--- config.mk ---
export PLATFORM = sky130hd
export DESIGN_NAME = sqrt_seq_param
export DESIGN_NICKNAME = d
export VERILOG_FILES = /design/src/rtl/sqrt_seq_param.sv
export SDC_FILE = /design/constraint.sdc
export NUM_CORES = 1
export LEC_CHECK = 0
export BUFFER_PORTS_ARGS = -buffer_cell sky130_fd_sc_hd__buf_2
export CAP_MARGIN = 40
export CORE_ASPECT_RATIO = 1.75
export CORE_UTILIZATION = 58
export DETAILED_ROUTE_END_ITERATION = 6
export PLACE_DENSITY = 0.83
export SETUP_SLACK_MARGIN = 0.05
export SYNTH_ARGS = -nofsm -noshare
export SYNTH_HDL_FRONTEND = slang
export SYNTH_SLANG_ARGS = --single-unit
--- constraint.sdc ---
create_clock -name clock -period 11.7 [get_ports clock]
set_clock_uncertainty 0.15 [all_clocks]
set_input_delay 2.34 -clock clock [delete_from_list [all_inputs] [get_ports clock]]
set_output_delay 2.34 -clock clock [all_outputs]
set_load 0.1 [all_outputs]
--- src/rtl/sqrt_seq_param.sv ---
// sqrt_seq_param: sequential unsigned integer square root.
// Resolves one result bit per clock by trial-bit / square-compare. The
// truncated remainder is always reported. Optional round-to-nearest
// saturates at the all-ones result. Uses a start / busy / done handshake
// and can be cancelled with abort.
module sqrt_seq_param #(
    parameter int NBITSIN  = 32,
    parameter int NBITSOUT = NBITSIN / 2
) (
    input  logic                clock,
    input  logic                reset,
    input  logic                start,
    input  logic                abort,
    input  logic                round,
    input  logic [NBITSIN-1:0]  xin,
    output logic                busy,
    output logic                done,
    output logic [NBITSOUT-1:0] sqrt,
    output logic [NBITSOUT:0]   rem,
    output logic                sat
);

    // Reject unsupported operand widths at elaboration time.
    generate
        if ((NBITSIN % 2) != 0 || NBITSIN < 4 || NBITSIN > 62) begin : g_bad_nbitsin
            $error("sqrt_seq_param: NBITSIN must be even and within 4..62");
        end
        if (NBITSOUT != NBITSIN / 2) begin : g_bad_nbitsout
            $error("sqrt_seq_param: NBITSOUT is derived and must equal NBITSIN/2");
        end
    endgenerate

    // The squares of NBITSOUT-bit values fill exactly the operand width.
    localparam int SQ_W = 2 * NBITSOUT;

    // Trial bit that is loaded at start: the MSB of the result.
    localparam logic [NBITSOUT-1:0] TOP_BIT = {1'b1, {(NBITSOUT-1){1'b0}}};
    localparam logic [NBITSOUT-1:0] ONE_OUT = {{(NBITSOUT-1){1'b0}}, 1'b1};

    typedef enum logic [1:0] {
        IDLE = 2'd0,
        CALC = 2'd1,
        FIN  = 2'd2
    } state_t;

    // Full-width unsigned square of a result-sized value.
    function automatic logic [SQ_W-1:0] square(input logic [NBITSOUT-1:0] v);
        logic [SQ_W-1:0] ve;
        ve = {{NBITSOUT{1'b0}}, v};
        return ve * ve;
    endfunction

    // Final result selection. Returns {sat, sqrt}. The result is rounded up
    // only when the remainder strictly exceeds the floor root. A floor root
    // that is already all ones cannot be incremented, so it is held and
    // flagged as saturated.
    function automatic logic [NBITSOUT:0] round_result(
        input logic [NBITSOUT-1:0] p,
        input logic [NBITSIN-1:0]  r,
        input logic                rnd
    );
        logic up;
        up = rnd && (r > {{(NBITSIN-NBITSOUT){1'b0}}, p});
        if (up && (&p)) begin
            return {1'b1, p};
        end else if (up) begin
            return {1'b0, p + ONE_OUT};
        end else begin
            return {1'b0, p};
        end
    endfunction

    state_t                state_q, state_d;
    logic [NBITSIN-1:0]    x_q, x_d;
    logic                  round_q, round_d;
    logic [NBITSOUT-1:0]   part_q, part_d;
    logic [NBITSOUT-1:0]   bit_q, bit_d;
    logic [NBITSOUT-1:0]   sqrt_q, sqrt_d;
    logic [NBITSOUT:0]     rem_q, rem_d;
    logic                  sat_q, sat_d;
    logic                  done_q, done_d;

    logic [NBITSOUT-1:0]   trial;
    logic [SQ_W-1:0]       trial_sq;
    logic [NBITSIN-1:0]    rem_full;
    logic [NBITSOUT:0]     fin_res;

    // Datapath helpers: the candidate for this step and the floor remainder.
    always_comb begin
        trial    = part_q | bit_q;
        trial_sq = square(trial);
        rem_full = x_q - square(part_q);
        fin_res  = round_result(part_q, rem_full, round_q);
    end

    // Next-state and next-value logic for the control FSM and the datapath.
    always_comb begin
        state_d = state_q;
        x_d     = x_q;
        round_d = round_q;
        part_d  = part_q;
        bit_d   = bit_q;
        sqrt_d  = sqrt_q;
        rem_d   = rem_q;
        sat_d   = sat_q;
        done_d  = 1'b0;

        case (state_q)
            IDLE: begin
                // When start is high, the operation launches even if abort is also high.
                if (start) begin
                    x_d     = xin;
                    round_d = round;
                    part_d  = '0;
                    bit_d   = TOP_BIT;
                    state_d = CALC;
                end
            end

            CALC: begin
                if (abort) begin
                    state_d = IDLE;
                end else begin
                    if (x_q >= trial_sq) begin
                        part_d = trial;
                    end
                    bit_d = bit_q >> 1;
                    // The trial bit sitting in the LSB marks the last step.
                    if (bit_q[0]) begin
                        state_d = FIN;
                    end
                end
            end

            FIN: begin
                if (abort) begin
                    state_d = IDLE;
                end else begin
                    rem_d            = rem_full[NBITSOUT:0];
                    {sat_d, sqrt_d}  = fin_res;
                    done_d           = 1'b1;
                    state_d          = IDLE;
                end
            end

            default: begin
                state_d = IDLE;
            end
        endcase
    end

    // State and datapath registers, all cleared by synchronous reset.
    always_ff @(posedge clock) begin
        if (reset) begin
            state_q <= IDLE;
            x_q     <= '0;
            round_q <= 1'b0;
            part_q  <= '0;
            bit_q   <= '0;
            sqrt_q  <= '0;
            rem_q   <= '0;
            sat_q   <= 1'b0;
            done_q  <= 1'b0;
        end else begin
            state_q <= state_d;
            x_q     <= x_d;
            round_q <= round_d;
            part_q  <= part_d;
            bit_q   <= bit_d;
            sqrt_q  <= sqrt_d;
            rem_q   <= rem_d;
            sat_q   <= sat_d;
            done_q  <= done_d;
        end
    end

    assign busy = (state_q != IDLE);
    assign done = done_q;
    assign sqrt = sqrt_q;
    assign rem  = rem_q;
    assign sat  = sat_q;

endmodule

# Word-level counts from Yosys, hierarchy flattened
# Cells that the tools add are included.
[word_totals]
register_bits = 102
inputBits = 37
out_inout_bits = 36
[op_classes]
add_sub_neg = 2
mul = 2
magnitude_cmp = 2
eq_ne = 6
mux = 14
bitwise = 3
n_reduce_logical = 12
[op_table]
columns = ["operator", "count"]
rows = [
  ["$mux 16", 6],
  ["$mul 16x16->32", 2],
  ["$pmux 16 s2", 2],
  ["$ge 32x32->1", 1],
  ["$gt 32x16->1", 1],
  ["$sub 32x32->32", 1],
  ["$mux 17", 1],
  ["$add 16x1->16 const B", 1],
  ["$or 16x16->16", 1],
  ["$reduce_and 16->1", 1],
  ["$mux 2", 3],
  ["$ne 2x2->1 const B", 3],
  ["$reduce_and 2->1", 3],
  ["$pmux 2 s2", 1],
  ["$reduce_and 4->1", 1],
  ["$reduce_bool 2->1", 2],
  ["$ne 3x3->1 const B", 1],
  ["$reduce_and 3->1", 1],
  ["$eq 2x1->1 const B", 1],
  ["$eq 2x2->1 const B", 1],
  ["$logic_and 1x1->1", 2],
  ["$logic_not 2->1", 1],
  ["$not 1->1", 2],
  ["$reduce_or 2->1", 1],
  ["$mux 1", 1],
]

# Logic depth before layout (Yosys ltp)
[logic_depth]
word_depth = 6
mapped_depth = 38

# Worst setup path before layout
# OpenSTA, ideal clock, no wires.
[synth_path]
path_type = "register -> register"
from = "reg bit_q[3]"
to = "reg part_q[10]"
arrival_time_ns = 8.420
required_ns = 11.433
path_slack_ns = 3.013
stages_incl_launch_ff = 37
synth_period_minus_slack_ns = 8.687
cell_sequence = "dfxtp_1 nor2_1 clkinv_1 nand2_1 inv_1 fa_1 inv_1 fa_1 inv_1 fa_1 inv_1 fa_1 inv_1 fa_1 inv_1 fa_1 inv_1 ha_1 a21o_1 a21oi_1 nor2_1 a311oi_1 nor2_1 o211a_1 a31o_2 o41a_1 a211o_1 a21oi_1 xor2_1 ha_1 nor2b_1 o21ai_0 and3b_1 o21ai_0 a31o_2 buf_1 a22o_1"
[synth_via]
elab_chain_cells = 5
[synth_rtl]
columns = ["item", "line", "rtl"]
rows = [
  ["from (decl)", "77", "logic [NBITSOUT-1:0] bit_q, bit_d;"],
  ["from (signal assigned)", "169", "bit_q <= bit_d;"],
  ["$or 16x16->16", "90", "trial = part_q | bit_q;"],
  ["$mul 16x16->32", "50", "return ve * ve;"],
  ["$ge 32x32->1", "124", "if (x_q >= trial_sq) begin"],
  ["$ne 2x2->1 (no source line)", "-", ""],
  ["$reduce_and 4->1 (no source line)", "-", ""],
  ["to (signal assigned)", "168", "part_q <= part_d;"],
  ["to (decl)", "76", "logic [NBITSOUT-1:0] part_q, part_d;"],
]
# No other way between the ends.
# A chain may end at the register's enable or synchronous reset.

# Worst setup path after layout
[layout_path]
from = "reg part_q[8]"
to = "reg part_q[3]"
[layout_via]
elab_chain_cells = 5
[layout_rtl]
columns = ["item", "line"]
rows = [
  ["$or 16x16->16", "90"],
  ["$mul 16x16->32", "50"],
  ["$ge 32x32->1", "124"],
  ["$ne 2x2->1 (no source line)", "-"],
  ["$reduce_and 4->1 (no source line)", "-"],
]
# No other way between the ends.

==> metrics.md <==
| Metric | Value |
|---|---|
| Outcome | `finished, final reports clean` |
| Post-synth top area share | `34.5%` |
| Logic pwr share | `about 38%` |
| Die X | `146 um` |
| # resized after CTS | `0` |
| Int Pwr | `between 0.6 and 0.7 mW` |
| Die area | `about 37000 um2` |
| Core Footprint | `~35000 um2` |
| CP peak stage delay | `around 0.6 ns` |
| Clk buf depth | `2` |
| Syn Nets | `between 3k and 4k` |
| Critical path arrival | `between 10 and 15 ns` |
| Synthesis-to-layout area growth | `5.34%` |
| Diode count | `0` |
| Root Driver | `clkbuf_16` |
| Clk slew on worst S/H paths | `approximately 0.080 ns` |
| Critical-path top delay cell | `nor2_1` |
| Layout cells sized above 1 | `around 6.4%` |
| Critical Path End Type | `flop` |
| Worst slew margin | `about two fifths` |
| Commonest register cell after synthesis | `dfxtp_1` |
| Synth cell types | `76` |
| Num ports | `between 70 and 80` |
| Vias per cell | `around 5.8` |
| Setup CP Type | `flop to flop` |
| Crit share post-route | `a little under nine tenths` |
| Worst setup margin | `~1.6 ns` |
| Fmax | `0.0991 GHz` |
| Worst skew pair latency | `between 0.3 and 0.4 ns` |
| Worst slew pin tran | `approximately 0.9 ns` |
| CP max FO | `16` |
| #FFs+latches synth | `102` |
| Most frequent cells in the layout | `571 x inv_1, 362 x fa_1, 282 x nand2_1, 253 x ha_1, 200 x nor2_1` |
| Worst flop-to-flop path startpoint | `part_q[8]$_SDFFE_PP0P_` |
| Design area | `22100 um2` |
| Hold Path Cell Cnt | `2` |
| Final #Nets | `around 3.2k` |
| EDFF count, synth | `0` |
| Net Sw Power | `roughly 0.44 mW` |
| Part of the power in registers | `33.1%` |
| Commonest non-fill, non-tap cell in the layout | `inv_1` |
| Post-route ant nets | `0` |
| Routed WL | `61000 um` |
| Hold Startpoint | `rem[11]$_SDFFE_PP0P_` |
| Area leader, netlist | `fa_1` |
| Hold Violations, Final | `0` |
| Total chip power | `1.12 mW` |
| Total grt overflow | `0` |
| Max VDD drop | `0.0751 mV` |
| Power density over the cells | `50.6 nW/um2` |
| HPWL after DPL | `51600 um` |
| Max Cap Violations | `0` |
| Die height | `around 250 um` |
| Vias post-DR | `17.3k` |
| Drt drc | `0` |
| Final setup vio count | `0` |
| CTS buffer count | `9` |
| Setup TNS | `0 ns` |
| Ys Warns | `0` |
| CP Launch Type | `flop` |
| First-pass DRT Iterations | `6` |
| Worst R2R End | `part_q[3]$_SDFFE_PP0P_` |
| Dpl cell area | `roughly 22000 um2` |
| Wire per inst | `approximately 20 um` |
| Synth async-reset ratio | `0%` |
| Worst Hold End | `rem[11]$_SDFFE_PP0P_` |
| GP Congestion | `between 0.9 and 1` |
| WP data required | `11.82 ns` |
| Htree depth | `3` |
| RSZ-0062 raised after global routing | `no` |
| Ranking of synthesized cells by area | `fa_1 34%, ha_1 15%, inv_1 10%` |
| Clock group share of total power | `between 20% and 30%` |
| Vias in the first global route | `19.1k` |
| Port bufs | `72` |
| Cell Rows | `slightly above 90` |
| Max-slew violations | `0` |
| Reg2Reg Setup Slack | `1.61 ns` |
| Clock tree sinks | `just over 100` |
| Largest net degree at the start of global routing | `47` |
| Total GRT Usage | `between 30% and 40%` |
| Initial antenna violation count | `1` |
| Starting DRT DRC Count | `~1000` |
| Initial core utilization | `approximately three fifths` |
| Leakage Power | `roughly 11 nW` |
| Cells after Synth | `around 2.5k` |
| Net Sw Frac | `between 30% and 40%` |
| Seq/Total Area, Yosys | `~10%` |
| CP most frequent cell | `inv_1` |
| Place WS | `roughly 1.7 ns` |
| TritonCTS clock tree | `built` |
| Synth Cell Area | `21000 um2` |
| First-pass GRT wire length | `~97000 um` |
| R2R depth | `35` |
| Hold-fix buffers, CTS | `0` |
| Avg Inst Size Synth | `around 8.5 um2` |
| Fillers | `between 2k and 3k` |
| Min Clock Period, post-route | `about 10 ns` |
| Post-CTS setup buffer count | `0` |
| HP Class | `flop to flop` |
-- logic make-up (layout without fill, tap and decap cells) --
| group | count (synthesis) | after routing | share of synthesized area, % |
|---|---|---|---|
| adders and majority gates | 616 | 616 | 49.6 |
| buffers and inverters | 669 | 704 | 12.3 |
| xor gates and xnor gates | 76 | 76 | 3.26 |
| muxes | 4 | 4 | 0.191 |
| AOI/OAI and AO/OA | 365 | 365 | 11.4 |
| DFF | 102 | 102 | 9.72 |
| and+or+nand+nor | 647 | 647 | 13.5 |
-- worst max-delay path: cells and delay by family, from the launching register on --
kind,cells,cell delay (ns)
AO/OA/AOI/OAI,12,3.07
XOR/XNOR,1,0.17
adder cells (fa/ha/maj),8,3.65
buffers and inverters,8,0.88
flip-flops,1,0.58
AND/OR/NAND/NOR,6,1.48
-- how the worst max path moves through the flow --
stage                           startpoint                 endpoint  slack, ns  cells after the start
global placement    part_q[8]$_SDFFE_PP0P_   part_q[4]$_SDFFE_PP0P_       2.07                     35
detailed placement  part_q[8]$_SDFFE_PP0P_  part_q[12]$_SDFFE_PP0P_       1.75                     32
floorplan            bit_q[3]$_SDFFE_PP0P_  part_q[10]$_SDFFE_PP0P_       3.01                     36
global route        part_q[8]$_SDFFE_PP0P_  part_q[11]$_SDFFE_PP0P_       1.24                     35
CTS                 part_q[8]$_SDFFE_PP0P_  part_q[10]$_SDFFE_PP0P_       1.71                     32
finish              part_q[8]$_SDFFE_PP0P_   part_q[3]$_SDFFE_PP0P_       1.61                     35
-- flip-flops by register name, indices dropped and copies added (netlist names) --
signal / flops
sqrt: 16
part_q: 16
x_q: 32
rem: 17
state_q: 2
sat: 1
done: 1
bit_q: 16
round_q: 1
-- area by class of cell --
class                      instances  area [um2]  share of cell area (%)
sequential                       102        2040                    9.22
tap                              465         582                    2.63
clock buffer                       9         225                    1.02
clock inverter                     7        91.3                   0.413
inverter                         586        2200                    9.94
multi-input combinational       1708       16400                    74.0
timing repair buffer             102         608                    2.75
-- power by group through the flow --
| stage | logic (mW) | registers, mW | clock network (mW) |
|---|---|---|---|
| after floorplan | 0.305 | 0.368 | 0 |
| after global routing | 0.464 | 0.371 | 0.342 |
| final | 0.421 | 0.370 | 0.328 |
| after CTS | 0.411 | 0.370 | 0.330 |
| after global placement | 0.393 | 0.378 | 0 |
| after detailed placement | 0.408 | 0.378 | 0 |
-- cell usage after synthesis, drive strengths merged, types with 5 or more instances --
library cell and count:
a31o 5, nor2 200, o21ai 55, a31oi 21
ha 253, or4 5, and3 9, or2 10
clkbuf 61, fa 362, nor4 10, o211ai 8
o21bai 20, a211oi 9, or3 14, inv 571
nor3 18, a22o 17, xnor2 50, and2 13
a21oi 140, a21o 37, clkinv 15, a311oi 7
nand2b 8, nor2b 10, nand2 282, xor2 26
dfxtp 102, o21a 8, buf 22, nand3 42
nand4 14
-- through the flow --
step | util [%] | instances | hold slack, ns
finish | 62.5 | 2979 | 0.301
global route | 62.5 | 2979 | 0.330
CTS | 62.5 | 2978 | 0.304
detailed placement | 61.6 | 2962 | 0.293
global placement | 61.5 | 2958 | 0.289
floorplan | - | 2479 | 0.286
-- routing by layer --
metal / GRT usage [%] / wire (um) / part of all wire [%]
met1: 30.7 / 18500 / 30
met2: 62.8 / 31200 / 51
met3: 5.71 / 3600 / 5.9
met4: 38.6 / 7670 / 13
met5: 0 / 0 / 0
No activity file was read; power rests on OpenSTA's default activity.
